### src/rtl/switch_alloc_dsb_if.sv
// Handshake bundle between the DSB header decoders, the switch allocator and the crossbar.
// The master side drives requests and tail transfers. The slave (allocator) side drives the grant state.
interface switch_alloc_dsb_if;
  logic [24:0] req_vec;
  logic [4:0]  tail_xfer;
  logic [24:0] grant;
  logic [14:0] in_sel;
  logic [4:0]  out_busy;
  logic [4:0]  in_granted;

  modport master (
    output req_vec, tail_xfer,
    input  grant, in_sel, out_busy, in_granted
  );

  modport slave (
    input  req_vec, tail_xfer,
    output grant, in_sel, out_busy, in_granted
  );
endinterface

### src/rtl/switch_alloc_dsb.sv
// Packet-level round-robin switch allocator for the 5-port DSB router.
// Each output is locked to one input from its HEAD grant until that input's TAIL crosses the crossbar.
module switch_alloc_dsb (
  input  logic              clk,
  input  logic              rst,
  switch_alloc_dsb_if.slave bus
);
  typedef enum logic {IDLE = 1'b0, LOCKED = 1'b1} state_t;

  state_t      state     [5];
  state_t      state_nxt [5];
  logic [2:0]  ptr       [5];
  logic [2:0]  ptr_nxt   [5];
  logic [4:0]  cand      [5];
  logic [2:0]  pick      [5];

  logic [24:0] grant_p0,      grant_nxt;
  logic [14:0] in_sel_p0,     in_sel_nxt;
  logic [4:0]  out_busy_p0,   out_busy_nxt;
  logic [4:0]  in_granted_p0, in_granted_nxt;

  function automatic logic [2:0] wrap_inc(input logic [2:0] v);
    return (v == 3'd4) ? 3'd0 : v + 3'd1;
  endfunction

  // First set bit of cand scanning from start with modulo-5 wrap; only used when cand is non-empty.
  function automatic logic [2:0] rr_pick(input logic [4:0] c, input logic [2:0] start);
    logic [2:0] idx;
    logic [2:0] sel;
    logic       found;
    idx   = start;
    sel   = start;
    found = 1'b0;
    for (int k = 0; k < 5; k++) begin
      if (!found && c[idx]) begin
        sel   = idx;
        found = 1'b1;
      end
      idx = wrap_inc(idx);
    end
    return sel;
  endfunction

  // Inputs already holding an output are masked: the decoder keeps requesting until the head is popped.
  always_comb begin
    for (int o = 0; o < 5; o++) begin
      cand[o] = '0;
      for (int i = 0; i < 5; i++) begin
        cand[o][i] = bus.req_vec[5*i + o] & ~in_granted_p0[i];
      end
      pick[o] = rr_pick(cand[o], ptr[o]);
    end
  end

  always_comb begin
    grant_nxt    = grant_p0;
    in_sel_nxt   = in_sel_p0;
    out_busy_nxt = out_busy_p0;
    for (int o = 0; o < 5; o++) begin
      state_nxt[o] = state[o];
      ptr_nxt[o]   = ptr[o];
    end
    for (int o = 0; o < 5; o++) begin
      case (state[o])
        IDLE: begin
          if (|cand[o]) begin
            grant_nxt[5*o + int'(pick[o])] = 1'b1;
            in_sel_nxt[3*o +: 3]           = pick[o];
            out_busy_nxt[o]                = 1'b1;
            state_nxt[o]                   = LOCKED;
            ptr_nxt[o]                     = wrap_inc(pick[o]);
          end
        end
        LOCKED: begin
          if (bus.tail_xfer[in_sel_p0[3*o +: 3]]) begin
            grant_nxt[5*o +: 5]  = '0;
            in_sel_nxt[3*o +: 3] = '0;
            out_busy_nxt[o]      = 1'b0;
            state_nxt[o]         = IDLE;
          end
        end
      endcase
    end
    in_granted_nxt = '0;
    for (int o = 0; o < 5; o++) begin
      for (int i = 0; i < 5; i++) begin
        in_granted_nxt[i] = in_granted_nxt[i] | grant_nxt[5*o + i];
      end
    end
  end

  // Stage p0: every crossbar-facing output comes straight from a flop.
  always_ff @(posedge clk) begin
    if (rst) begin
      for (int o = 0; o < 5; o++) begin
        state[o] <= IDLE;
        ptr[o]   <= 3'd0;
      end
      grant_p0      <= '0;
      in_sel_p0     <= '0;
      out_busy_p0   <= '0;
      in_granted_p0 <= '0;
    end else begin
      for (int o = 0; o < 5; o++) begin
        state[o] <= state_nxt[o];
        ptr[o]   <= ptr_nxt[o];
      end
      grant_p0      <= grant_nxt;
      in_sel_p0     <= in_sel_nxt;
      out_busy_p0   <= out_busy_nxt;
      in_granted_p0 <= in_granted_nxt;
    end
  end

  assign bus.grant      = grant_p0;
  assign bus.in_sel     = in_sel_p0;
  assign bus.out_busy   = out_busy_p0;
  assign bus.in_granted = in_granted_p0;
endmodule

### src/flat_wrapper.sv
// flat-port wrapper written by rule: the top's interface ports become plain ports
module switch_alloc_dsb_flat 
  (clk, rst, bus_req_vec, bus_tail_xfer, bus_grant, bus_in_sel, bus_out_busy, bus_in_granted);
  switch_alloc_dsb_if bus_i ();
  input  logic clk;
  input  logic rst;
  input wire logic [$bits(bus_i.req_vec)-1:0] bus_req_vec;
  input wire logic [$bits(bus_i.tail_xfer)-1:0] bus_tail_xfer;
  output wire logic [$bits(bus_i.grant)-1:0] bus_grant;
  output wire logic [$bits(bus_i.in_sel)-1:0] bus_in_sel;
  output wire logic [$bits(bus_i.out_busy)-1:0] bus_out_busy;
  output wire logic [$bits(bus_i.in_granted)-1:0] bus_in_granted;
  assign bus_i.req_vec = bus_req_vec;
  assign bus_i.tail_xfer = bus_tail_xfer;
  assign bus_grant = bus_i.grant;
  assign bus_in_sel = bus_i.in_sel;
  assign bus_out_busy = bus_i.out_busy;
  assign bus_in_granted = bus_i.in_granted;
  switch_alloc_dsb u_core (.clk(clk), .rst(rst), .bus(bus_i));
endmodule
### config.mk
export PLATFORM = sky130hd
export DESIGN_NAME = switch_alloc_dsb_flat
export DESIGN_NICKNAME = d
export VERILOG_FILES = /design/src/rtl/switch_alloc_dsb_if.sv /design/src/rtl/switch_alloc_dsb.sv /design/src/flat_wrapper.sv
export SDC_FILE = /design/constraint.sdc
export NUM_CORES = 1
export LEC_CHECK = 0
export CORE_UTILIZATION = 59
export CTS_CLUSTER_SIZE = 14
export DETAILED_ROUTE_END_ITERATION = 7
export PLACE_DENSITY = 0.92
export REMOVE_ABC_BUFFERS = 1
export SLEW_MARGIN = 5
export SYNTH_ARGS = -nofsm -noshare
export SYNTH_HDL_FRONTEND = slang
export SYNTH_SLANG_ARGS = --single-unit
### constraint.sdc
create_clock -name clk -period 5.9 [get_ports clk]
set_input_delay 0.885 -clock clk [delete_from_list [all_inputs] [get_ports clk]]
set_output_delay 0.885 -clock clk [all_outputs]
set_load 0.03 [all_outputs]
After elaboration in Yosys (flattened, before gate mapping)
Memories as Yosys holds them, arrays and structs flattened.
Cells that the tools add are included.
- register bits: 50
- memories kept: 2
- RAM bits: 20
- output and inout bits: 50
- memories (memory ; words ; width ; rd ports ; clocked after Yosys merged registers in ; write ports ; line ; source):
    u_core.ptr ; 5 ; 3 ; 5 ; 0 ; 5 ; switch_alloc_dsb.sv:12 ; logic [2:0] ptr [5];
    u_core.state ; 5 ; 1 ; 5 ; 0 ; 5 ; switch_alloc_dsb.sv:10 ; state_t state [5];
- reductions and logical operators: 55
- bitwise logic cells: 70
- equality and inequality tests: 35
- add/subtract/negate cells: 29
- muxes and demuxes: 226
- order comparisons: 40
- operator list (cell ; count):
    3-bit 2-to-1 mux ; 70
    32-bit by 1-bit >= comparator with 1-bit output, second input constant ; 4
    32-bit by 7-bit < comparator with 1-bit output, second input constant ; 4
    25-bit 2-to-1 mux ; 5
    3-bit by 4-bit < comparator with 1-bit output, second input constant ; 30
    25-bit OR ; 4
    1-bit binary-select mux with 3-bit select ; 30
    1-bit 2-to-1 mux ; 83
    3-bit by 1-bit adder with 3-bit output, second input constant ; 25
    3-bit == test, second input constant ; 25
    5-bit one-hot mux with 2 select lines ; 5
    20-bit 2-to-1 mux ; 2
    5-bit 2-to-1 mux ; 7
    15-bit 2-to-1 mux ; 2
    1-bit OR ; 30
    3-bit one-hot mux with 2 select lines ; 5
    1-bit bitwise AND ; 25
    1-bit logical AND ; 25
    25-bit by 8-bit OR with 25-bit output ; 1
    5-bit OR reduction ; 5
    1-bit demux with 5-bit select ; 4
    1-bit logical NOT ; 20
    10-bit 2-to-1 mux ; 2
    1-bit one-hot mux with 2 select lines ; 10
    10 further kinds ; 32

Longest topological paths before layout
- word-level depth: 40
- gate-level depth with buffers: 26
- gate-level depth less buffers: 25

Worst setup path after synthesis
OpenSTA, ideal clock, no wires.
- path type: reg2reg
- start: memory u_core.ptr[3][0], in the netlist u_core.ptr[0][9]
- end: register u_core.in_granted_p0[1], in the netlist u_core.bus.in_granted[1]
- required time: 5756 ps
- stages on the path, launching flop included: 25
- slack: 571 ps
- path buffers: 2
- period minus slack after synthesis: 5329 ps
- setup time: 144 ps
- arrival: 5185 ps
- path through: dfxtp_1 clkbuf_1 inv_1 ha_1 inv_1 ha_1 o21ai_0 a22o_1 inv_2 ha_1 a211o_1 and3_1 nor4_1 a211oi_1 o221a_2 o32ai_1 inv_1 ha_1 ha_1 and3_1 clkbuf_1 a32oi_1 o21ai_0 a211oi_1 a41oi_1
- RTL lines (item ; line ; source):
    from (decl) ; switch_alloc_dsb.sv:12 ;
    to (signal assigned) ; switch_alloc_dsb.sv:111 ; in_granted_p0 <= in_granted_nxt;
    to (decl) ; switch_alloc_dsb.sv:20 ; logic [4:0] in_granted_p0, in_granted_nxt;

==> impl_metrics.json <==
{
  "wl_per_cell_um": 18.9,
  "postCtsSetupRepairBufs": 0,
  "num_rows": 41,
  "final_common_cell": "nor2_1",
  "antenna_cells": 0,
  "areaGrowthSynthToFinish_pct": 17.6,
  "drive_above_1_share_pct": 11.6,
  "hp-class": "flop to flop",
  "crit_start": "u_core.ptr[0][6]",
  "clockBufferDepth": 2,
  "path_depth": 21,
  "end_kind": "flop",
  "path_clk_slew_ps": 60,
  "clock_latency_ps": 340,
  "multi_input_area_um2": 6160,
  "cp_max_fo": 6,
  "antenna_left": 0,
  "core_region_area_um2": 12800,
  "cts_num_sinks": 70,
  "r2r_cells": 21,
  "clock_skew_ps": 6.21,
  "synth_area_um2": 7860,
  "cp_slowest_stage_delay_ps": 490,
  "avgSynthCellArea_um2": 7.71,
  "r2r-start": "u_core.ptr[0][6]",
  "die_h_um": 117,
  "ys_seq_area_share_pct": 17.8,
  "yosysTopAreaCell": "dfxtp_1",
  "tightestPinTransition_ps": 920,
  "wl_um": 24000,
  "dpl.hpwl_um": 17800,
  "routabilityCongestion": 0.950,
  "postPlaceCellArea_um2": 8870,
  "finalNonFillerCells": 1267,
  "portBuffers": 81,
  "finalCritPeriodShare_pct": 93.1,
  "fin_area_um2": 9240,
  "die-area_um2": 13800,
  "fin_tns_setup_ps": 0,
  "ys_ff_latch": 70,
  "fill_cells": 1019,
  "route.detailed.drc": 0,
  "cts_root_buf": "clkbuf_16",
  "pin_count": 82,
  "max-slew-margin-rel_pct": 38.3,
  "maxCapViolCount": 0,
  "cts_tree": "yes",
  "ys_warn_count": 0,
  "post_cts_resized": 1,
  "drv_slew": 0,
  "outcome": "finished clean",
  "ctsHoldBuffers": 0,
  "via_count": 8537,
  "synth_cell_types": 94,
  "viasPerCell": 6.74,
  "antenna_found_initial": 0,
  "cts-buffers-inserted": 9,
  "syn_inst": 1019,
  "crit_chain": "inv_1 > ha_1 > nand2_1 > nand2_1 > inv_1 > ha_1 > or4_1 > and3_1 > o31ai_2 > mux4_2 > mux2i_1 > nor2b_1 > mux2i_1 > a22oi_1 > inv_1 > ha_1 > a31oi_1 > nor2_1 > a31o_1 > a2111oi_0 > a41oi_1",
  "grt_setup_unrepaired": "false",
  "reg2reg_to": "u_core.bus.in_granted[0]",
  "hold_viol_final": 0,
  "arrival_ps": 5670,
  "worstSetupStartpointType": "flop",
  "max_freq_mhz": 182,
  "ff2ff_setup_slack_ps": 410,
  "finalCriticalPeriod_ps": 5490,
  "crit_slowest_cell": "or4_1",
  "synth-async-reset-ratio_pct": 0,
  "synth_ff_type": "dfxtp_1",
  "final_cell_mix": "nor2_1 (126), clkdlybuf4s50_1 (80), nand2_1 (72)",
  "start_util_pct": 61.3,
  "seq_area_um2": 1400,
  "grt_pass1_vias": 7778,
  "synth_edf_count": 0,
  "grt_pass1_wl_um": 38300,
  "nets": 1183,
  "drt_first_iter_violations": 944,
  "grt_max_degree": 66,
  "setup_violations": 0,
  "ys_top_cells_by_area": "dfxtp_1 (18%), ha_1 (9.4%), nor2_1 (6.0%)",
  "synth.top_cell.area_share_pct": 17.8,
  "gr-usage-all-layers_pct": 33.7,
  "htreeDepth": 3,
  "die_w_um": 117,
  "dp.cells": 1253,
  "crit_type": "flop to flop",
  "gr-total-overflow": 0,
  "path_delay_family": "compound AO/OA/AOI/OAI gates",
  "endpoint": "u_core.bus.in_granted[0]",
  "crit_required_ps": 6080,
  "crit_buf_inv": 3,
  "firstDrtPassIters": 6
}
==> kinds of logic after synthesis <==
| logic type | share of synthesized area, % |
|---|---|
| multiplexers | 11.5 |
| AND/OR/NAND/NOR | 29.1 |
| XOR/XNOR | 0.111 |
| flip-flops | 17.8 |
| adder cells (fa/ha/maj) | 9.39 |
| AO/OA/AOI/OAI | 27.2 |
| buffers and inverters | 4.93 |
==> how the worst min path moves through the flow <==
stage,depth (start not counted),from,slack [ps],to
final,1,u_core.bus.out_busy[1],480,u_core.bus.out_busy[1]
after global routing,1,u_core.bus.out_busy[1],520,u_core.bus.out_busy[1]
after CTS,1,u_core.bus.out_busy[1],480,u_core.bus.out_busy[1]
after detailed placement,1,u_core.bus.out_busy[1],470,u_core.bus.out_busy[1]
after global placement,2,u_core.bus.out_busy[4],450,u_core.bus.out_busy[4]
after floorplan,2,u_core.state[0][3],460,u_core.state[0][3]
==> registers in the layout, indices dropped and copies added, names as in the netlist <==
| signal | count |
|---|---|
| u_core.bus.grant | 25 |
| u_core.state | 5 |
| u_core.bus.out_busy | 5 |
| u_core.bus.in_granted | 5 |
| u_core.ptr | 15 |
| u_core.bus.in_sel | 15 |
==> layout make-up <==
class | count | area share [%]
Clock buffer | 13 | 2.92
Clock inverter | 1 | 0.0542
Inverter | 59 | 2.42
Multi-Input combinational cell | 850 | 66.7
Sequential cell | 70 | 15.2
Tap cell | 172 | 2.33
Timing Repair Buffer | 102 | 10.4
==> worst register-to-register path, stage by stage, from the launching register on <==
cell and delay (ps):
dfxtp_1 320, inv_1 170, ha_1 300, nand2_1 100
nand2_1 160, inv_1 110, ha_1 250, or4_1 490
and3_1 210, o31ai_2 380, mux4_2 370, mux2i_1 180
nor2b_1 380, mux2i_1 140, a22oi_1 400, inv_1 140
ha_1 280, a31oi_1 210, nor2_1 70, a31o_1 230
a2111oi_0 280, a41oi_1 190
==> stage by stage <==
step                worst slack [ps]  util [%]  hold slack [ps]
detailed placement              17.6      69.2              470
CTS                             18.3      71.4              482
global placement                 220      69.2              453
global route                    13.8      72.0              518
floorplan                        767         -              455
finish                           406      72.0              478
==> synth_stat cells (all sizes together) (8+ instances only) <==
cell type and n:
or3 9, nand3 24, nor4 12, and2 13, dfxtp 70, nor2 126, nor3b 13, a21o 13
or2 13, a211oi 25, a2111oi 8, nand2 72, a31oi 22, o21a 13, mux2i 36, nor3 27
o211ai 8, a22oi 10, nor2b 35, or4 8, o21ai 43, a221oi 11, nand2b 28, mux4 18
mux2 12, clkbuf 34, a21oi 53, inv 59, nand4 12, and3 18, ha 59
==> metal layers <==
layer | vias up | part of all wire, % | global-route usage, %
met3 | 81 | 10 | 7.54
met4 | 0 | 3.1 | 11.9
met1 | 3980 | 40 | 43.2
li1 | 3997 | - | -
met5 | - | 0 | 0
met2 | 479 | 46 | 55.3
Power is not shown: default switching activity piles up to over one toggle a cycle in this logic, so the estimate is an artifact.
==> variant (same settings) <==
Make the reset (`rst`) asynchronous in one clocked block.
--- a/src/rtl/switch_alloc_dsb.sv
+++ b/src/rtl/switch_alloc_dsb.sv
@@ -91,5 +91,5 @@
 
   // Stage p0: every crossbar-facing output comes straight from a flop.
-  always_ff @(posedge clk) begin
+  always_ff @(posedge clk or posedge rst) begin
     if (rst) begin
       for (int o = 0; o < 5; o++) begin
Behaviour: not the same (a bounded check fails within 4 cycles, from zero or initial values and one cycle with rst high; the reset may be asserted at any time).
==> variant against the original RTL <==
Routed wire length is 2.7% higher; setup slack worse by 0.20 ns; global-route usage is 1.3 points higher; synthesized area is 0.72% higher; sequential cell count stayed put; non-clock buffer count is 11 higher; critical path type unchanged; design area is 2.0% higher.
Power is not shown: default switching activity piles up to over one toggle a cycle in this logic, so the estimate is an artifact.
==> variant: results (changes against the original RTL) <==
- The final cell count without fillers came to 1,220 (-3.7%).
- Number of I/O port buffers: 81 (unchanged)
- Clock network latency to the later pin of the worst-skew pair: 0.34 ns (about the same)
* Global-route met3 utilization: 6.10% (-1.4 points)
- The share of cells above drive strength 1 is 12.0% (+0.42 points).
- The post-placement setup slack was -0.0401 ns (-0.0576 ns).
- The detailed router's first-iteration violation count came to 1,276 (+35%).
* GRT met1 Usage: 44.7% (+1.5 points)
* Post-detail-place hpwl: 18.4 mm (+3.2%)
- The maximum number of pins on one net before global-route repair is 71 (+7.6%).
- The wire length of the first global-routing pass is 39.4 mm (+2.9%).
* Routed wire per std cell: 20.2 um (+6.7%)
* Buffers from clock root to sink, at most: 2 (unchanged)
* Met2 capacity usage during global routing: 57.6% (+2.3 points)
* Cell types with the highest counts after synthesis: 74 x nand2_1, 70 x dfrtp_1, 60 x inv_1
- Number of CTS-inserted buffers: 9 (unchanged)
* Data arrival, critical path: 5.90 ns (+0.23 ns)
- Met3 WL: 2.57 mm (+6.6%)
- Number of distinct library cells after synthesis: 87 (-7.4%)
* Sequential-to-total area share from yosys stat: 22.1% (+4.3 points)
- The worst hold path belongs to the class flop to flop.
* Top cells by area in the synthesized netlist: dfrtp_1 22%, ha_1 9.3%, mux2i_1 5.1%, mux4_2 4.6%, nand2b_1 3.6%
* Ant. Diodes: 0 (unchanged)
- Max layer used: met4
* Final worst clock skew: 0.00657 ns (+0.000355 ns)
- The run finished with clean final reports.
- Post-synth top flop: dfrtp_1
* Mux contribution to synthesized area: 11.3% (-0.14 points)
- The total met2 wirelength after detailed routing was 11.5 mm (+3.2%).
* Headroom to the max-slew limit: 31.5% (-6.8 points)
* Synth async-reset ratio: 100% (+100 points)
- Via count: 8,471 (-0.77%)
- The xor-xnor portion of the synthesized cell area came to 0.111% (-0.00079 points).
* Synth warn: 0 (unchanged)
- The adder-cell share of the synthesized area came to 9.33% (-0.067 points).
- The number of nets in the finished design came to 1,134 (-4.1%).
* All-Layer GR Usage: 35.0% (+1.3 points)
* Largest fanout on the critical path: 6 (unchanged)
* Number of iterations in the first detailed-routing pass: 6 (unchanged)
- WL met1: 9.45 mm (-2.6%)
- The number of global-route vias before repair was 7,993 (+2.8%).
- The number of nets with antenna violations after detailed routing was 0 (unchanged).
- The initial antenna violation count was 0 (unchanged).
- The flip-flop count of the largest register after layout came to 25 (unchanged).
* Buffer cell driving the clock tree root: clkbuf_16
- Clock-pin slew was measured on the worst setup and hold paths at 0.05 ns.
- Compound-gate portion of the synthesized area: 26.0% (-1.2 points)
- The final-layout fill cell count came to 945 (-7.3%).
- Syn Area/Cell: 8.30 um^2 (+7.6%)
- Level count of the clock H-tree: 3 (unchanged)
- RD Place Congestion: 1.02 (+7.3%)
-- variant: through the flow --
stage | instance area, um^2 | setup TNS, ns | hold WS (ns)
3_5_place_dp | 9020 | -0.0401 | 0.466
4_1_cts | 9320 | 0 | 0.477
5_1_grt | 9430 | -0.0328 | 0.489
3_3_place_gp | 9020 | 0 | 0.458
2_1_floorplan | 7770 | 0 | 0.474
6_report | 9430 | 0 | 0.475
-- variant: critical path: stages, from the launching register on --
cell and delay (ns):
dfrtp_2 0.41, inv_1 0.08, ha_1 0.25, a21o_1 0.25, ha_2 0.23, o21ai_2 0.09, a22o_1 0.19, inv_1 0.10
ha_1 0.26, nor4_2 0.35, a211oi_2 0.11, or4_1 0.57, a211o_1 0.28, o32ai_1 0.18, or3b_1 0.43, a31oi_4 0.22
buf_4 0.17, inv_1 0.05, ha_1 0.22, nand2_1 0.18, nor4b_1 0.10, a2111oi_1 0.38, or4b_1 0.46
-- variant: worst paths after layout --
path,from,end,slack (ns),cells after the start
min in group asynchronous,rst,u_core.ptr[12],1.16,3
worst min register to register,u_core.bus.out_busy[2],u_core.bus.out_busy[2],0.47,1
max in group asynchronous,rst,u_core.ptr[10],4.08,3
worst max register to register,u_core.ptr[4],u_core.bus.in_granted[2],0.21,22
worst max-delay path,u_core.ptr[4],u_core.bus.in_granted[2],0.21,22
worst min-delay path,u_core.bus.out_busy[2],u_core.bus.out_busy[2],0.47,1
-- variant: timing repair --
action / in CTS / in global routing
pin swaps: 1 / 0
setup endpoints to repair: 2 / 7
hold buffers: 0 / 0
setup buffers: 1 / 2
resized for setup: 1 / 20
-- variant: final cells by class --
class / count / area share, %
timing repair buffer: 113 / 11.1
tap: 172 / 2.28
inverter: 61 / 2.43
clock buffer: 16 / 2.99
multi-input combinational: 788 / 62.6
sequential: 70 / 18.6
